**src/rtl/spi_resp_pkg.sv**
```systemverilog
// Shared constants and FSM encoding for the SPI register responder.
package spi_resp_pkg;

  localparam int unsigned BYTE_W = 8;

  localparam logic [BYTE_W-1:0] OP_WRITE = 8'h02;
  localparam logic [BYTE_W-1:0] OP_READ  = 8'h03;

  typedef enum logic [2:0] {
    ST_IDLE,
    ST_OPCODE,
    ST_ADDR,
    ST_DATA,
    ST_WAIT_SS
  } state_e;

endpackage

```
**src/rtl/spi_sync_edge.sv**
```systemverilog
// N-stage synchronizer for an asynchronous input with single-cycle rise/fall pulses.
module spi_sync_edge #(
  parameter int unsigned STAGES    = 2,
  parameter logic        RESET_VAL = 1'b0
) (
  input  logic clock,
  input  logic reset,
  input  logic d_i,
  output logic q_o,
  output logic rise_o,
  output logic fall_o
);

  logic [STAGES-1:0] sync_q;
  logic              prev_q;

  // NOTE: sequential state uses non-blocking assignments so every flop samples pre-edge values.
  always_ff @(posedge clock) begin
    if (reset) begin
      sync_q <= {STAGES{RESET_VAL}};
      prev_q <= RESET_VAL;
    end else begin
      sync_q <= {sync_q[STAGES-2:0], d_i};
      prev_q <= sync_q[STAGES-1];
    end
  end

  assign q_o    = sync_q[STAGES-1];
  assign rise_o = sync_q[STAGES-1] & ~prev_q;
  assign fall_o = ~sync_q[STAGES-1] & prev_q;

endmodule

```
**src/rtl/spi_reg_responder.sv**
```systemverilog
// SPI mode-0 responder fronting an 8-bit register bank (3-byte frames: opcode, address, data).
// Optional `SPI_RESP_IRQ_EN adds an irq output set by writes and cleared by reading the top address.
module spi_reg_responder
  import spi_resp_pkg::*;
#(
  parameter int unsigned ADDR_W      = 4,
  parameter int unsigned SYNC_STAGES = 2
) (
  input  logic              clock,
  input  logic              reset,
  input  logic              ss,
  input  logic              sclk,
  input  logic              mosi,
  output logic              miso,
  input  logic [ADDR_W-1:0] loc_addr,
  output logic [BYTE_W-1:0] loc_rdata,
  output logic              frame_done,
`ifdef SPI_RESP_IRQ_EN
  output logic              irq,
`endif
  output logic              frame_err
);

  localparam int unsigned DEPTH = 1 << ADDR_W;

  logic sclk_rise, sclk_fall, sclk_lvl_unused;
  logic ss_rise, ss_fall, ss_lvl;
  logic [SYNC_STAGES-1:0] mosi_sync_q;
  logic mosi_s;

  spi_sync_edge #(.STAGES(SYNC_STAGES), .RESET_VAL(1'b0)) u_sclk_sync (
    .clock (clock), .reset (reset), .d_i (sclk),
    .q_o (sclk_lvl_unused), .rise_o (sclk_rise), .fall_o (sclk_fall)
  );

  // ss idles high, so its synchronizer resets high to avoid a false frame start.
  spi_sync_edge #(.STAGES(SYNC_STAGES), .RESET_VAL(1'b1)) u_ss_sync (
    .clock (clock), .reset (reset), .d_i (ss),
    .q_o (ss_lvl), .rise_o (ss_rise), .fall_o (ss_fall)
  );

  always_ff @(posedge clock) begin
    if (reset) mosi_sync_q <= '0;
    else       mosi_sync_q <= {mosi_sync_q[SYNC_STAGES-2:0], mosi};
  end
  assign mosi_s = mosi_sync_q[SYNC_STAGES-1];

  state_e              state_q, state_d;
  logic [2:0]          bit_cnt_q, bit_cnt_d;
  logic [BYTE_W-1:0]   rx_q, rx_d, tx_q, tx_d;
  logic [ADDR_W-1:0]   addr_q, addr_d;
  logic                is_read_q, is_read_d;
  logic                done_q, done_d, err_q, err_d;
  logic                bank_we;
  logic [BYTE_W-1:0]   bank_q [DEPTH];
  logic [BYTE_W-1:0]   rx_next, rd_value;
  logic [ADDR_W-1:0]   rx_addr;
  logic                byte_done;

  assign rx_next   = {rx_q[BYTE_W-2:0], mosi_s};
  assign rx_addr   = rx_next[ADDR_W-1:0];
  assign byte_done = sclk_rise && (bit_cnt_q == 3'd7);

`ifdef SPI_RESP_IRQ_EN
  localparam logic [ADDR_W-1:0] TOP_ADDR = '1;
  logic irq_q, irq_d;

  always_ff @(posedge clock) begin
    if (reset) irq_q <= 1'b0;
    else       irq_q <= irq_d;
  end
  assign irq      = irq_q;
  assign rd_value = (rx_addr == TOP_ADDR) ? {{(BYTE_W-1){1'b0}}, irq_q} : bank_q[rx_addr];
`else
  assign rd_value = bank_q[rx_addr];
`endif

  // NOTE: every always_comb output gets a default first, so no path can infer a latch.
  always_comb begin
    state_d   = state_q;
    bit_cnt_d = bit_cnt_q;
    rx_d      = rx_q;
    tx_d      = tx_q;
    addr_d    = addr_q;
    is_read_d = is_read_q;
    done_d    = 1'b0;
    err_d     = 1'b0;
    bank_we   = 1'b0;
`ifdef SPI_RESP_IRQ_EN
    irq_d     = irq_q;
`endif
    unique case (state_q)
      ST_IDLE: begin
        if (ss_fall) begin
          state_d   = ST_OPCODE;
          bit_cnt_d = '0;
        end
      end
      ST_OPCODE, ST_ADDR, ST_DATA: begin
        if (sclk_rise) begin
          rx_d      = rx_next;
          bit_cnt_d = bit_cnt_q + 3'd1;
        end
        // The fall right after the address byte must keep the MSB already on miso.
        if (state_q == ST_DATA && is_read_q && sclk_fall && bit_cnt_q != 3'd0)
          tx_d = {tx_q[BYTE_W-2:0], 1'b0};
        if (byte_done) begin
          if (state_q == ST_OPCODE) begin
            if (rx_next == OP_WRITE || rx_next == OP_READ) begin
              is_read_d = (rx_next == OP_READ);
              state_d   = ST_ADDR;
            end else begin
              err_d   = 1'b1;
              state_d = ST_WAIT_SS;
            end
          end else if (state_q == ST_ADDR) begin
            addr_d  = rx_addr;
            tx_d    = rd_value;
            state_d = ST_DATA;
          end else begin
            done_d  = 1'b1;
            bank_we = !is_read_q;
            state_d = ST_WAIT_SS;
`ifdef SPI_RESP_IRQ_EN
            if (!is_read_q)                irq_d = 1'b1;
            else if (addr_q == TOP_ADDR)   irq_d = 1'b0;
`endif
          end
        end
        // A completing data byte beats a simultaneous ss release.
        if (ss_rise) begin
          state_d = ST_IDLE;
          if (!(byte_done && state_q == ST_DATA)) err_d = 1'b1;
        end
      end
      ST_WAIT_SS: begin
        if (ss_rise) state_d = ST_IDLE;
      end
      default: state_d = ST_IDLE;
    endcase
  end

  always_ff @(posedge clock) begin
    if (reset) begin
      state_q   <= ST_IDLE;
      bit_cnt_q <= '0;
      rx_q      <= '0;
      tx_q      <= '0;
      addr_q    <= '0;
      is_read_q <= 1'b0;
      done_q    <= 1'b0;
      err_q     <= 1'b0;
    end else begin
      state_q   <= state_d;
      bit_cnt_q <= bit_cnt_d;
      rx_q      <= rx_d;
      tx_q      <= tx_d;
      addr_q    <= addr_d;
      is_read_q <= is_read_d;
      done_q    <= done_d;
      err_q     <= err_d;
    end
  end

  // NOTE: the bank must read 00 after reset, so it is a resettable flop array rather than a RAM.
  always_ff @(posedge clock) begin
    if (reset) begin
      for (int unsigned i = 0; i < DEPTH; i++) bank_q[i] <= '0;
    end else if (bank_we) begin
      bank_q[addr_q] <= rx_next;
    end
  end

  assign loc_rdata  = bank_q[loc_addr];
  assign frame_done = done_q;
  assign frame_err  = err_q;
  assign miso       = (state_q == ST_DATA && is_read_q && !ss_lvl) ? tx_q[BYTE_W-1] : 1'b0;

endmodule

```
**config.mk**
```make
export PLATFORM = sky130hd
export DESIGN_NAME = spi_reg_responder
export DESIGN_NICKNAME = d
export VERILOG_FILES = /design/src/rtl/spi_resp_pkg.sv /design/src/rtl/spi_sync_edge.sv /design/src/rtl/spi_reg_responder.sv
export SDC_FILE = /design/constraint.sdc
export NUM_CORES = 1
export LEC_CHECK = 0
export CAP_MARGIN = 10
export CORE_MARGIN = 2
export CORE_UTILIZATION = 55
export CTS_CLUSTER_SIZE = 40
export DETAILED_ROUTE_END_ITERATION = 7
export PLACE_DENSITY_LB_ADDON = 0.25
export SLEW_MARGIN = 20
export SYNTH_ARGS = -nofsm -noshare
export SYNTH_HDL_FRONTEND = slang
export SYNTH_SLANG_ARGS = --single-unit
```
**constraint.sdc**
```tcl
create_clock -name clock -period 2 [get_ports clock]
set_input_delay 0.3 -clock clock [delete_from_list [all_inputs] [get_ports clock]]
set_output_delay 0.3 -clock clock [all_outputs]
set_load 0.02 [all_outputs]
```
Yosys cells after proc, flatten, opt, wreduce, memory -nomap -nowiden --
Memories as Yosys holds them, arrays and structs flattened. Index checks and enable logic that the tools add are counted. Widths: inputs -> output; s select.
Storage, ports and cells: bits in registers 36, memory bits (writable) 128, bits of input ports 9, memories kept 1
Memory list:
- bank_q | words 16, width 8, read ports 2, clocked after memory_dff 0, write ports 16, line spi_reg_responder.sv:55 | logic [BYTE_W-1:0] bank_q [DEPTH];
Cells by class: $add $sub $neg 1, equality and inequality tests 11, multiplexer cells 34, bitwise logic cells 11, reductions and logical operators 21
Operator list (number):
- $mux 8 | 5
- $mux 3 | 9
- $mux 1 | 17
- $eq 8x2->1 const B | 2
- $pmux 3 s3 | 1
- $reduce_and 4->1 | 2
- $reduce_or 8->1 | 1
- $not 1->1 | 7
- $eq 3x2->1 const B | 2
- $eq 3x3->1 const B | 2
- $logic_and 1x1->1 | 6
- $ne 2x2->1 const B | 3
- $pmux 3 s2 | 1
- $reduce_and 3->1 | 2
- $and 1x1->1 | 4
- $mux 4 | 1
- $reduce_or 4->1 | 1
- $add 3x1->3 const B | 1
- $eq 3x1->1 const B | 1
- $logic_not 3->1 | 1
- $ne 3x3->1 const B | 1
- $reduce_bool 3->1 | 1
- $reduce_or 3->1 | 1
- $logic_not 1->1 | 2
- 4 further kinds | 4

Logic depth before layout (Yosys ltp) --
depth after elaboration 10, mapped depth 8, depth with buffers taken out 6

Hierarchy --
Synthesis repeated with hierarchy kept, for this count alone.
Unflattened totals: cells, all modules 618, area total of the unflattened synthesis 8408.1 µm²
Modules (own cells, without submodules):
- spi_reg_responder | times used 1, cells each 602, area an instance 8224.1 µm², sequential area each 4444.3 µm²
- spi_sync_edge at u_ss_sync | times used 1, cells each 8, area an instance 92.6 µm², sequential area each 60.1 µm²
- spi_sync_edge at u_sclk_sync | times used 1, cells each 8, area an instance 91.3 µm², sequential area each 60.1 µm²

Worst setup path before layout --
Ideal clock, no wire load.
kind input to output, start input loc_addr[0], end output loc_rdata[7], arrival time 1883 ps, data required time 1700 ps, slack -183 ps, stages on the path 4, path through clkbuf_1 -> buf_2 -> mux4_2 -> mux4_2
Between the ends: word-level cells in the longest chain between the ends 1
RTL lines:
- start: declaration | line spi_reg_responder.sv:15 | input logic [ADDR_W-1:0] loc_addr,
- $mem_v2 16x8
- end: declaration | line spi_reg_responder.sv:16 | output logic [BYTE_W-1:0] loc_rdata,
Every way passes these cells.

==> impl_metrics.yaml <==
worst_setup_path:
  required_ns: 1.70
  cp.arrival_ns: 2.08
  crit_type: "flop to output port"
  cp_max_fo: 2
  crit_path_end_kind: "output port"
  start_kind: "flop"
clock_tree:
  numCtsBuffers: 17
  clk_pin_slew_ns: 0.06
  cts_max_level: 4
  clock_latency_ns: 0.44
  cts_hold_buf: 0
  cts_setup_buffers: 0
  cts.sinks: 164
  cts_tree: "yes"
  cts_root_buffer: "clkbuf_16"
  ctsLongestPathBuffers: 2
die:
  core_mm2: 0.0152
  die-area_mm2: 0.0165
  die_w_um: 129
  io_pins: 20
  rows: 45
  start_util: 0.562
  dieHeight_um: 129
synth:
  synthDistinctLibCells: 57
  ys_seq_area_frac: 0.534
  synth.cell_area_mm2: 0.00854
  yosysTopAreaCell: "edfxtp_1"
  ys_async_sr_fraction: 0
  ys.warnings.count: 0
  syn_nets: 649
  synth_edf_count: 128
  synth.area.top_cells: "edfxtp_1, mux4_2, and2_1"
  yosysTopAreaCellShare: 0.450
  avgSynthCellArea_um2: 13.4
  ys.flop_type: "edfxtp_1"
  synth-seq-cells: 164
  syn_inst: 637
place:
  place.gp.congestion: 1.04
  io_buffer_count: 19
  dp_hpwl_um: 17800
  dp.cells: 878
sta:
  drv_slew: 0
  rsz0062_at_grt: "yes"
  tightest_slew_ns: 0.582
  slew_headroom: 0.612
  finalSetupViolCount: 8
  timing.fmax_mhz: 420
  hold_viol_final: 0
  finClkSkew_ns: 0.0151
  holdWs_ns: 0.426
  min_period_ns: 2.38
  timing.final.crit_share: 1.19
  worst_slack_ns: -0.381
cells_and_area:
  fillCellCount: 1097
  diodes: 0
  finalNetCount: 722
  layout_commonest_cell: "edfxtp_1"
  syn_to_final_growth_pct: 19.0
  fin_cells: 911
  drive_above_1_share: 0.331
  mostFrequentLayoutCells: "edfxtp_1, and2_1, buf_4"
detailed_routing:
  wirelength_um: 24100
  wire_per_inst_um: 26.5
  vias_per_cell: 6.45
  drtIter0Drc: 577
  first_pass_iters: 5
  vias: 5877
  drc: 0
  ant_nets: 0
global_routing:
  grt_pass1_vias: 5960
  grt-ovfl-total: 0
  grt_max_degree: 53
  grt_pass1_wl_um: 36000
  track_usage: 0.306
  antenna_found_initial: 0
status:
  violations: "negative setup slack"
  status: "complete, but fails checks"
power_and_ir_drop:
  p_leak_nw: 3.60
  max-vdd-ir-drop_uv: 586
  power_density_mw_per_mm2: 742
job:
  maxCapViolations: 0
hold_path:
  hp-class: "input pin to flop"
## critical path, cell delays in order, from the launching register on
cell and delay (ns):
edfxtp_1 0.47, mux4_2 0.51, mux4_2 0.52, buf_6 0.16
## final timing paths
kind	end	from	cells past startpoint	slack (ns)
max reg2reg	bank_q[6][3]	bit_cnt_q[0]	6	0.02
min reg2reg	u_ss_sync.sync_q[1]	u_ss_sync.sync_q[0]	1	0.44
min	mosi_sync_q[0]	mosi	2	0.43
max	loc_rdata[6]	bank_q[3][6]	3	-0.38
## state kept, by name (all words and copies together), names as in the netlist
register	count
u_sclk_sync.prev_q	1
frame_err	1
u_ss_sync.sync_q	2
state_q	3
u_ss_sync.prev_q	1
is_read_q	1
rx_q	7
u_sclk_sync.sync_q	2
addr_q	4
mosi_sync_q	2
bank_q	128
tx_q	8
frame_done	1
bit_cnt_q	3
## per-stage QoR
stage | total power, mW | utilization | setup TNS, ns | cell area [µm²] | setup slack (ns)
floorplan | 4.22 | - | 0 | 8570 | 0.000429
global placement | 4.45 | 0.623 | -6.29 | 9470 | -0.713
detailed placement | 4.46 | 0.623 | -7.71 | 9470 | -0.732
CTS | 7.55 | 0.664 | -2.94 | 10100 | -0.391
global route | 7.73 | 0.669 | -5.35 | 10200 | -0.406
finish | 7.54 | 0.669 | -2.90 | 10200 | -0.381
## what timing repair did
| item | in CTS | in global routing |
|---|---|---|
| resized for setup | 61 | 23 |
| gates cloned | 0 | 1 |
| pin swaps | 3 | 5 |
| endpoints found under the setup margin | 88 | 74 |
## Yosys cell counts (all sizes together) (2+ instances only)
| cell type | number |
|---|---|
| and2 | 129 |
| edfxtp | 128 |
| mux4 | 60 |
| dfxtp | 36 |
| clkbuf | 33 |
| mux2i | 29 |
| nor2 | 26 |
| nand2 | 21 |
| or2 | 19 |
| buf | 17 |
| a21oi | 15 |
| a211oi | 13 |
| nor2b | 12 |
| o21ai | 10 |
| nand3 | 8 |
| nand3b | 7 |
| nor3b | 6 |
| nor4b | 6 |
| a22oi | 5 |
| a32oi | 5 |
| nand4b | 5 |
| nor3 | 5 |
| inv | 4 |
| o22ai | 4 |
| a2111oi | 3 |
| ha | 3 |
| a31oi | 2 |
| and4bb | 2 |
| mux2 | 2 |
| nand2b | 2 |
| o31a | 2 |
| or3 | 2 |
## area by class of cell
cell class              count  area (µm²)  area share
inverters                   4        15.0     0.00148
multi-input cells         419        3840       0.378
flip-flops and latches    164        4570       0.450
clock inverters            14         129      0.0127
clock buffers              18         429      0.0422
well taps                 188         235      0.0231
repair buffers            104         943      0.0928
## power breakdown
group	internal [mW]	switching, mW
Sequential	3.76	0.0983
Clock	1.72	1.41
Combinational	0.299	0.259
## metal layers
layer / vias up / GRT usage / routed length, µm
met5: - / 0 / 0
met4: 0 / 0.182 / 1540
met3: 92 / 0.0632 / 1980
met2: 306 / 0.481 / 11500
met1: 2922 / 0.400 / 9130
li1: 2557 / - / -
## cell families after synthesis
family                     after synthesis  synth area share
and+or+nand+nor                        259             0.186
DFF                                    164             0.534
muxes                                   91             0.195
adders and majority gates                3           0.00439
AOI/OAI and AO/OA                       66            0.0529
buffers and inverters                   54            0.0278
No activity file was read; power rests on OpenSTA's default activity.
